$ cat src/rtl/pc_seq_pkg.sv
// Shared types and helpers for the PC sequencer: FSM states, redirect kinds,
// the fetch increment and the J-type target builder.
package pc_seq_pkg;

    typedef enum logic [1:0] {
        ST_BOOT  = 2'd0,
        ST_RUN   = 2'd1,
        ST_STALL = 2'd2,
        ST_HALT  = 2'd3
    } state_e;

    typedef enum logic [1:0] {
        RD_NONE   = 2'd0,
        RD_BRANCH = 2'd1,
        RD_JUMP   = 2'd2
    } redir_e;

    localparam logic [31:0] PC_INCR = 32'd4;

    function automatic logic [31:0] jump_addr(input logic [31:0] pc_plus4,
                                              input logic [25:0] index);
        return {pc_plus4[31:28], index, 2'b00};
    endfunction

endpackage

$ cat src/rtl/pc_redirect_mux.sv
// Combinational next-PC select: jump beats branch, otherwise fall through to
// pc+4. Also reports which redirect won and whether its target is misaligned.
module pc_redirect_mux
    import pc_seq_pkg::*;
(
    input  logic [31:0] pc_plus4_i,
    input  logic        branch_taken_i,
    input  logic [31:0] branch_target_i,
    input  logic        jump_i,
    input  logic [25:0] jump_index_i,
    output logic [31:0] next_pc_o,
    output redir_e      kind_o,
    output logic        misalign_o
);

    always_comb begin
        next_pc_o = pc_plus4_i;
        kind_o    = RD_NONE;
        if (jump_i) begin
            next_pc_o = jump_addr(pc_plus4_i, jump_index_i);
            kind_o    = RD_JUMP;
        end else if (branch_taken_i) begin
            next_pc_o = branch_target_i;
            kind_o    = RD_BRANCH;
        end
    end

    // Fall-through is always word aligned, so only real redirects can trap.
    assign misalign_o = (kind_o != RD_NONE) && (next_pc_o[1:0] != 2'b00);

endmodule

$ cat src/rtl/pc_sequencer.sv
// PC owner for the single-cycle MIPS datapath: boot/run/stall/halt FSM, a
// one-entry pending redirect captured during stalls, and misaligned-target trap.
// Optional taken-branch/jump counters are built when BRANCH_STATS_EN is defined.
module pc_sequencer
    import pc_seq_pkg::*;
#(
    parameter logic [31:0] RESET_VECTOR = 32'h0000_0000,
    parameter int          STAT_W       = 16
) (
    input  logic              clk,
    input  logic              reset,
    input  logic              stall,
    input  logic              halt_req,
    input  logic              branch_taken,
    input  logic [31:0]       branch_target,
    input  logic              jump,
    input  logic [25:0]       jump_index,
    output logic [31:0]       pc,
    output logic [31:0]       pc_plus4,
    output logic              fetch_valid,
    output logic              misalign_err,
    output logic              halted,
    output logic [STAT_W-1:0] branch_cnt,
    output logic [STAT_W-1:0] jump_cnt,
    output state_e            state_dbg
);

    state_e      state_q, state_d;
    logic [31:0] pc_q, pc_d;
    logic        pend_valid_q, pend_valid_d;
    logic [31:0] pend_pc_q, pend_pc_d;
    logic        err_q, err_d;

    logic [31:0] mux_next_pc;
    redir_e      mux_kind;
    logic        mux_misalign;

`ifdef BRANCH_STATS_EN
    redir_e      pend_kind_q, pend_kind_d;
    redir_e      apply_kind;
`endif

    assign pc_plus4 = pc_q + PC_INCR;

    pc_redirect_mux u_mux (
        .pc_plus4_i      (pc_plus4),
        .branch_taken_i  (branch_taken),
        .branch_target_i (branch_target),
        .jump_i          (jump),
        .jump_index_i    (jump_index),
        .next_pc_o       (mux_next_pc),
        .kind_o          (mux_kind),
        .misalign_o      (mux_misalign)
    );

    // Priority in RUN/STALL: halt, then misaligned redirect, then stall.
    always_comb begin
        state_d      = state_q;
        pc_d         = pc_q;
        pend_valid_d = pend_valid_q;
        pend_pc_d    = pend_pc_q;
        err_d        = err_q;
`ifdef BRANCH_STATS_EN
        pend_kind_d  = pend_kind_q;
        apply_kind   = RD_NONE;
`endif
        case (state_q)
            ST_BOOT: begin
                state_d = ST_RUN;
            end
            ST_RUN, ST_STALL: begin
                if (halt_req) begin
                    state_d      = ST_HALT;
                    pend_valid_d = 1'b0;
                end else if (mux_misalign) begin
                    state_d      = ST_HALT;
                    err_d        = 1'b1;
                    pend_valid_d = 1'b0;
                end else if (stall) begin
                    state_d = ST_STALL;
                    if (mux_kind != RD_NONE) begin
                        pend_valid_d = 1'b1;
                        pend_pc_d    = mux_next_pc;
`ifdef BRANCH_STATS_EN
                        pend_kind_d  = mux_kind;
`endif
                    end
                end else begin
                    state_d      = ST_RUN;
                    pend_valid_d = 1'b0;
                    if (mux_kind != RD_NONE || state_q == ST_RUN || !pend_valid_q) begin
                        pc_d = mux_next_pc;
`ifdef BRANCH_STATS_EN
                        apply_kind = mux_kind;
`endif
                    end else if (pend_pc_q[1:0] != 2'b00) begin
                        state_d = ST_HALT;
                        err_d   = 1'b1;
                    end else begin
                        pc_d = pend_pc_q;
`ifdef BRANCH_STATS_EN
                        apply_kind = pend_kind_q;
`endif
                    end
                end
            end
            default: begin
                state_d = ST_HALT;
            end
        endcase
    end

    always_ff @(posedge clk) begin
        if (reset) begin
            state_q      <= ST_BOOT;
            pc_q         <= RESET_VECTOR;
            pend_valid_q <= 1'b0;
            pend_pc_q    <= 32'h0;
            err_q        <= 1'b0;
        end else begin
            state_q      <= state_d;
            pc_q         <= pc_d;
            pend_valid_q <= pend_valid_d;
            pend_pc_q    <= pend_pc_d;
            err_q        <= err_d;
        end
    end

`ifdef BRANCH_STATS_EN
    logic [STAT_W-1:0] branch_cnt_q, jump_cnt_q;

    // Counters saturate so a long-running program never wraps the statistics.
    always_ff @(posedge clk) begin
        if (reset) begin
            pend_kind_q  <= RD_NONE;
            branch_cnt_q <= '0;
            jump_cnt_q   <= '0;
        end else begin
            pend_kind_q <= pend_kind_d;
            if (apply_kind == RD_BRANCH && branch_cnt_q != '1)
                branch_cnt_q <= branch_cnt_q + 1'b1;
            if (apply_kind == RD_JUMP && jump_cnt_q != '1)
                jump_cnt_q <= jump_cnt_q + 1'b1;
        end
    end

    assign branch_cnt = branch_cnt_q;
    assign jump_cnt   = jump_cnt_q;
`else
    assign branch_cnt = '0;
    assign jump_cnt   = '0;
`endif

    assign pc           = pc_q;
    assign fetch_valid  = (state_q == ST_RUN) || (state_q == ST_STALL);
    assign halted       = (state_q == ST_HALT);
    assign misalign_err = err_q;
    assign state_dbg    = state_q;

endmodule

$ cat config.mk
export PLATFORM = sky130hd
export DESIGN_NAME = pc_sequencer
export DESIGN_NICKNAME = d
export VERILOG_FILES = /design/src/rtl/pc_seq_pkg.sv /design/src/rtl/pc_redirect_mux.sv /design/src/rtl/pc_sequencer.sv
export SDC_FILE = /design/constraint.sdc
export NUM_CORES = 1
export LEC_CHECK = 0
export CAP_MARGIN = 20
export CORE_MARGIN = 2
export CORE_UTILIZATION = 41
export CTS_CLUSTER_DIAMETER = 100
export CTS_CLUSTER_SIZE = 25
export DETAILED_ROUTE_END_ITERATION = 12
export PLACE_DENSITY = 0.77
export RECOVER_POWER = 100
export SLEW_MARGIN = 20
export SYNTH_ARGS = -nofsm -noshare
export SYNTH_HDL_FRONTEND = slang
export SYNTH_SLANG_ARGS = --single-unit
$ cat constraint.sdc
create_clock -name clk -period 3.2 [get_ports clk]
set_clock_uncertainty 0.05 [all_clocks]
set_input_delay 0.96 -clock clk [delete_from_list [all_inputs] [get_ports clk]]
set_output_delay 0.96 -clock clk [all_outputs]
set_load 0.01 [all_outputs]
Yosys cells after proc, flatten, opt, wreduce, memory -nomap -nowiden
Index checks and enable logic that the tools add are counted.
Cells by class
  $add $sub $neg: 1
  $mul: 0
  div/mod/pow operators: 0
  magnitude comparators: 0
  eq/ne operators: 7
  shift-type cells: 0
  mux-type cells: 20
  bitwise operators: 3
  reduce and logical (&&, ||, !) cells: 15
Operators with widths (count)
  $mux 32: 4
  $add 32x3->32 const B: 1
  $reduce_and 5->1: 3
  $mux 2: 6
  $mux 1: 9
  $reduce_bool 2->1: 4
  $eq 2x2->1 const B: 2
  $ne 2x2->1 const B: 2
  $ne 4x1->1 const B: 1
  $pmux 2 s2: 1
  $logic_or 1x1->1: 3
  $not 1->1: 3
  $eq 2x1->1 const B: 1
  $logic_not 2->1: 1
  $ne 2x1->1 const B: 1
  $reduce_and 2->1: 1
  $reduce_or 2->1: 1
  $logic_and 1x1->1: 1
  $logic_not 1->1: 1
Storage, ports and cells
  register bits: 68
  bits in latches: 0
  memory bits (writable): 0
  ROM bits: 0
  input bits: 64
  output and inout port bits: 101
  memories: 0

Longest topological paths before layout
  word-level depth: 10
  gate-level depth with buffers: 11

By module
From an unflattened synthesis, not the netlist that was laid out.
Unflattened totals
  cell total of the unflattened synthesis: 526
  area, all modules: 4367.9 um^2
By module, submodules not included
  pc_sequencer: times used 1, cells each 427, area each 3678.5 um^2
  pc_redirect_mux: times used 1, cells each 99, area each 689.4 um^2

Worst setup path after synthesis
No wires, ideal clock.
  path type: flip-flop to output port
  from: register pc_q[2] (netlist: pc[2])
  to: output port pc_plus4[30]
  arrival: 2356 ps
  required time: 2190 ps
  path slack: -166 ps
  stages on the path, launching flop included: 8
  path buffers: 2
  path through: dfxtp_1 ha_1 clkbuf_1 inv_1 or4_1 buf_2 or4_4 xnor2_1
On the way
  word-level cells in the longest chain between the ends: 1
Ends and longest elaborated chain
  from (decl): line pc_sequencer.sv:29  | logic [31:0] pc_q, pc_d;
  from (signal assigned): line pc_sequencer.sv:122  | pc_q <= pc_d;
  $add 32x3->32: line pc_sequencer.sv:43  | assign pc_plus4 = pc_q + PC_INCR;
  to (decl): line pc_sequencer.sv:19  | output logic [31:0] pc_plus4,
No other way between the ends.

Final worst setup path
  from: register pc_q[3] (netlist: pc[3])
  to: output port pc_plus4[30]
Same word-level chain as after synthesis.

==> flow_summary_export.csv <==
group,metric,value,unit
critical_path,critPathMostFrequentCell,"or4_4",
synthesis,ys_types,60,
layout,fillCellCount,905,
critical_path,crit_fanout,4,
synthesis,syn_area,4340,sq um
synthesis,ys_warn_count,0,
placed_design,portBuffers,132,
sta,worstMarginPinSlew,0.658,ns
layout,final_cell_mix,"nor2_1 (75), buf_4 (70), clkdlybuf4s50_1 (67)",
pwr,power_density,426,nW/um^2
synthesis,synth_top_area_share,0.314,
placed_design,pre_cts_ws,-0.326,ns
critical_path,required,2.19,ns
placed_design,dp_hpwl,11000,um
sta,fmax,0.293,GHz
hold_path,worst_hold_startpoint,"pend_pc_q[28]",
clock_tree,cts.htree.levels,3,
layout,drive_gt1_frac,0.196,
die,rows,37,
synthesis,ys.flop_type,"dfxtp_1",
placed_design,gp_congestion,0.880,
die,ios,165,
clock_tree,clkTransAtPathRegs,0.08,ns
grt,grt_pass1_vias,4894,
synthesis,yosys.area_share.simple,0.263,
grt,grt_usage,0.265,
routing,vias,5131,
routing,ant_nets,0,
critical_path,cp_slowest_cell,"or4_4",
pwr,power.leakage,2.77,nW
die,dieArea,11400,sq um
synthesis,synth-seq-cells,68,
hold_path,hp-class,"reg2reg",
critical_path,r2r_setup_slack,0.64,ns
layout,area_delta_synth_final,49.5,%
critical_path,cp-end-kind,"output port",
synthesis,synth_top_family_by_area,"simple AND/OR/NAND/NOR gates",
synthesis,yosysSeqAreaShare,0.314,
synthesis,avgSynthCellArea,7.41,sq um
job,cap_viol_max_count,0,
synthesis,yosysTopAreaCell,"dfxtp_1",
synthesis,synth_xor_area_frac,0.0524,
grt,grt_overflow,0,
sta,fin_ws,-0.207,ns
layout,fin_area,6490,sq um
sta,fin_crit,3.41,ns
routing,dr.pass1.iters,5,
routing,routed_wl,15500,um
sta,hold_viol,0,
routing,viasPerCell,5.66,
synthesis,synth-compound-area-share,0.227,
sta,final.setup.tns,-0.360,ns
hold_path,whs_path_depth,2,
critical_path,rr_startpoint,"pc[3]",
sta,rsz0062_at_grt,"true",
pwr,ir_worst_vdd,0.228,mV
routing,drtIter0Drc,481,
grt,antenna_found_initial,0,
layout,final_nets,834,
die,die_height,107,um
critical_path,path_class,"reg2out",
sta,post-route-period-util,1.06,
synthesis,async_reset_ff_frac,0,
grt,grt_start_max_net_pins,58,
critical_path,startpoint_type,"flop",
clock_tree,cts_sinks,68,
layout,final_common_cell,"nor2_1",
critical_path,ff2ff_path_depth,8,
critical_path,regToRegEndpoint,"pc[30]",
clock_tree,cts_buffers,9,
synthesis,synth_adder_area_share,0.0115,
hold_path,whs_endpoint,"pend_pc_q[28]",
outcome,status,"complete, but fails checks",
clock_tree,insertion_delay,0.36,ns
critical_path,path_cells,"ha_4 -> inv_2 -> or4_4 -> or4_4 -> xnor2_4 -> buf_6",
clock_tree,cts_root_buf,"clkbuf_8",
clock_tree,cts_tree,"built",
synthesis,synthCells,586,
placed_design,place_area,6080,sq um
die,die_w,107,um
synthesis,synth_edf_count,0,
grt,grt_pass1_wl,24100,um
routing,wl_per_cell,17.1,um
critical_path,cpPeakStageDelay,0.61,ns
clock_tree,clockBufferDepth,2,
sta,relSlewSlack,0.561,
die,placeableCoreArea,10300,sq um
sta,setup_viol,3,
outcome,violations,"setup timing",
die,start_util,0.421,
synthesis,muxShareOfSynthArea,0.0213,
layout,antenna_cells,0,
sta,slew_viol_final,0,
routing,drc,0,
synthesis,synth.area.top_cells,"dfxtp_1 (31%), nor2_1 (6.6%), buf_4 (5.9%), nand2_1 (4.8%), xnor2_1 (4.0%)",
critical_path,crit_arrival,2.40,ns
==> cell type report <==
| type | count | area (sq um) | area share |
|---|---|---|---|
| Clock buffer | 10 | 138 | 0.0212 |
| Sequential cell | 68 | 1370 | 0.210 |
| Tap cell | 136 | 170 | 0.0262 |
| Timing Repair Buffer | 220 | 1900 | 0.292 |
| Inverter | 11 | 41.3 | 0.00636 |
| Multi-Input combinational cell | 456 | 2790 | 0.430 |
| Clock inverter | 6 | 87.6 | 0.0135 |
==> per-layer routing <==
layer | global-route usage | routed length [um]
met1 | 0.330 | 6190
met2 | 0.453 | 7560
met3 | 0.0596 | 1480
met4 | 0.0844 | 299
met5 | 0 | 0
==> synth_stat cells (5+ instances only) <==
cell	number
dfxtp_1	68
a31oi_1	6
nand4_1	15
and4_1	6
xor2_1	6
buf_4	34
o211ai_1	7
nor4_1	7
clkbuf_1	45
a21oi_1	33
a22oi_1	16
xnor2_1	20
nor2_1	76
o31ai_1	5
nand3_1	20
o21ai_0	30
nor3_1	25
mux2i_1	7
nand2_1	55
inv_1	9
a211oi_1	19
==> sequential cells by signal, indices dropped and copies added (netlist names) <==
register      cells
pc               32
pend_pc_q        32
state_dbg         2
misalign_err      1
pend_valid_q      1
==> power breakdown <==
part           total [W]  leakage (nW)  internal, W  switching [W]
registers        0.00102         0.554     0.000943      0.0000735
logic           0.000938          2.12     0.000440       0.000499
clock network   0.000811         0.105     0.000458       0.000353
==> through the flow <==
stage | utilization | hold slack [ns] | power (W) | std cells
6_report | 0.629 | 0.410 | 0.00277 | 907
2_1_floorplan | - | 0.386 | 0.00153 | 617
4_1_cts | 0.622 | 0.411 | 0.00281 | 895
3_3_place_gp | 0.589 | 0.392 | 0.00197 | 873
3_5_place_dp | 0.589 | 0.401 | 0.00200 | 873
5_1_grt | 0.629 | 0.434 | 0.00289 | 907
==> worst max path at each step <==
stage           from      endpoint  slack (ns)
6_report       pc[3]  pc_plus4[30]       -0.21
4_1_cts        pc[3]  pc_plus4[30]       -0.15
2_1_floorplan  pc[3]  pc_plus4[30]        0.01
3_3_place_gp   pc[3]  pc_plus4[30]       -0.30
3_5_place_dp   pc[3]  pc_plus4[30]       -0.33
5_1_grt        pc[3]  pc_plus4[30]       -0.24
==> worst max-delay path: cells and delay by family (launching register included) <==
| family | cells | cell delay [ns] |
|---|---|---|
| buffers and inverters | 2 | 0.15 |
| AND/OR/NAND/NOR | 2 | 1.20 |
| flip-flops | 1 | 0.37 |
| adder cells (fa/ha/maj) | 1 | 0.14 |
| XOR/XNOR | 1 | 0.18 |
==> cells by family (layout without fill, tap and decap cells) <==
| family | after synthesis | in the layout |
|---|---|---|
| multiplexers | 9 | 9 |
| buffers and inverters | 93 | 247 |
| XOR/XNOR | 26 | 26 |
| other | 1 | 32 |
| AND/OR/NAND/NOR | 237 | 237 |
| flip-flops | 68 | 68 |
| adder cells (fa/ha/maj) | 4 | 4 |
| AO/OA/AOI/OAI | 148 | 148 |
==> what timing repair did <==
action                                  4_1_cts  5_1_grt
hold buffers                                  0        0
pin swaps                                     8       14
gates cloned                                  0        1
gates resized for setup                      63       39
buffers inserted                              6       11
endpoints found under the hold margin         0        0
endpoints found under the setup margin       20       19
No activity file was read; power rests on OpenSTA's default activity.
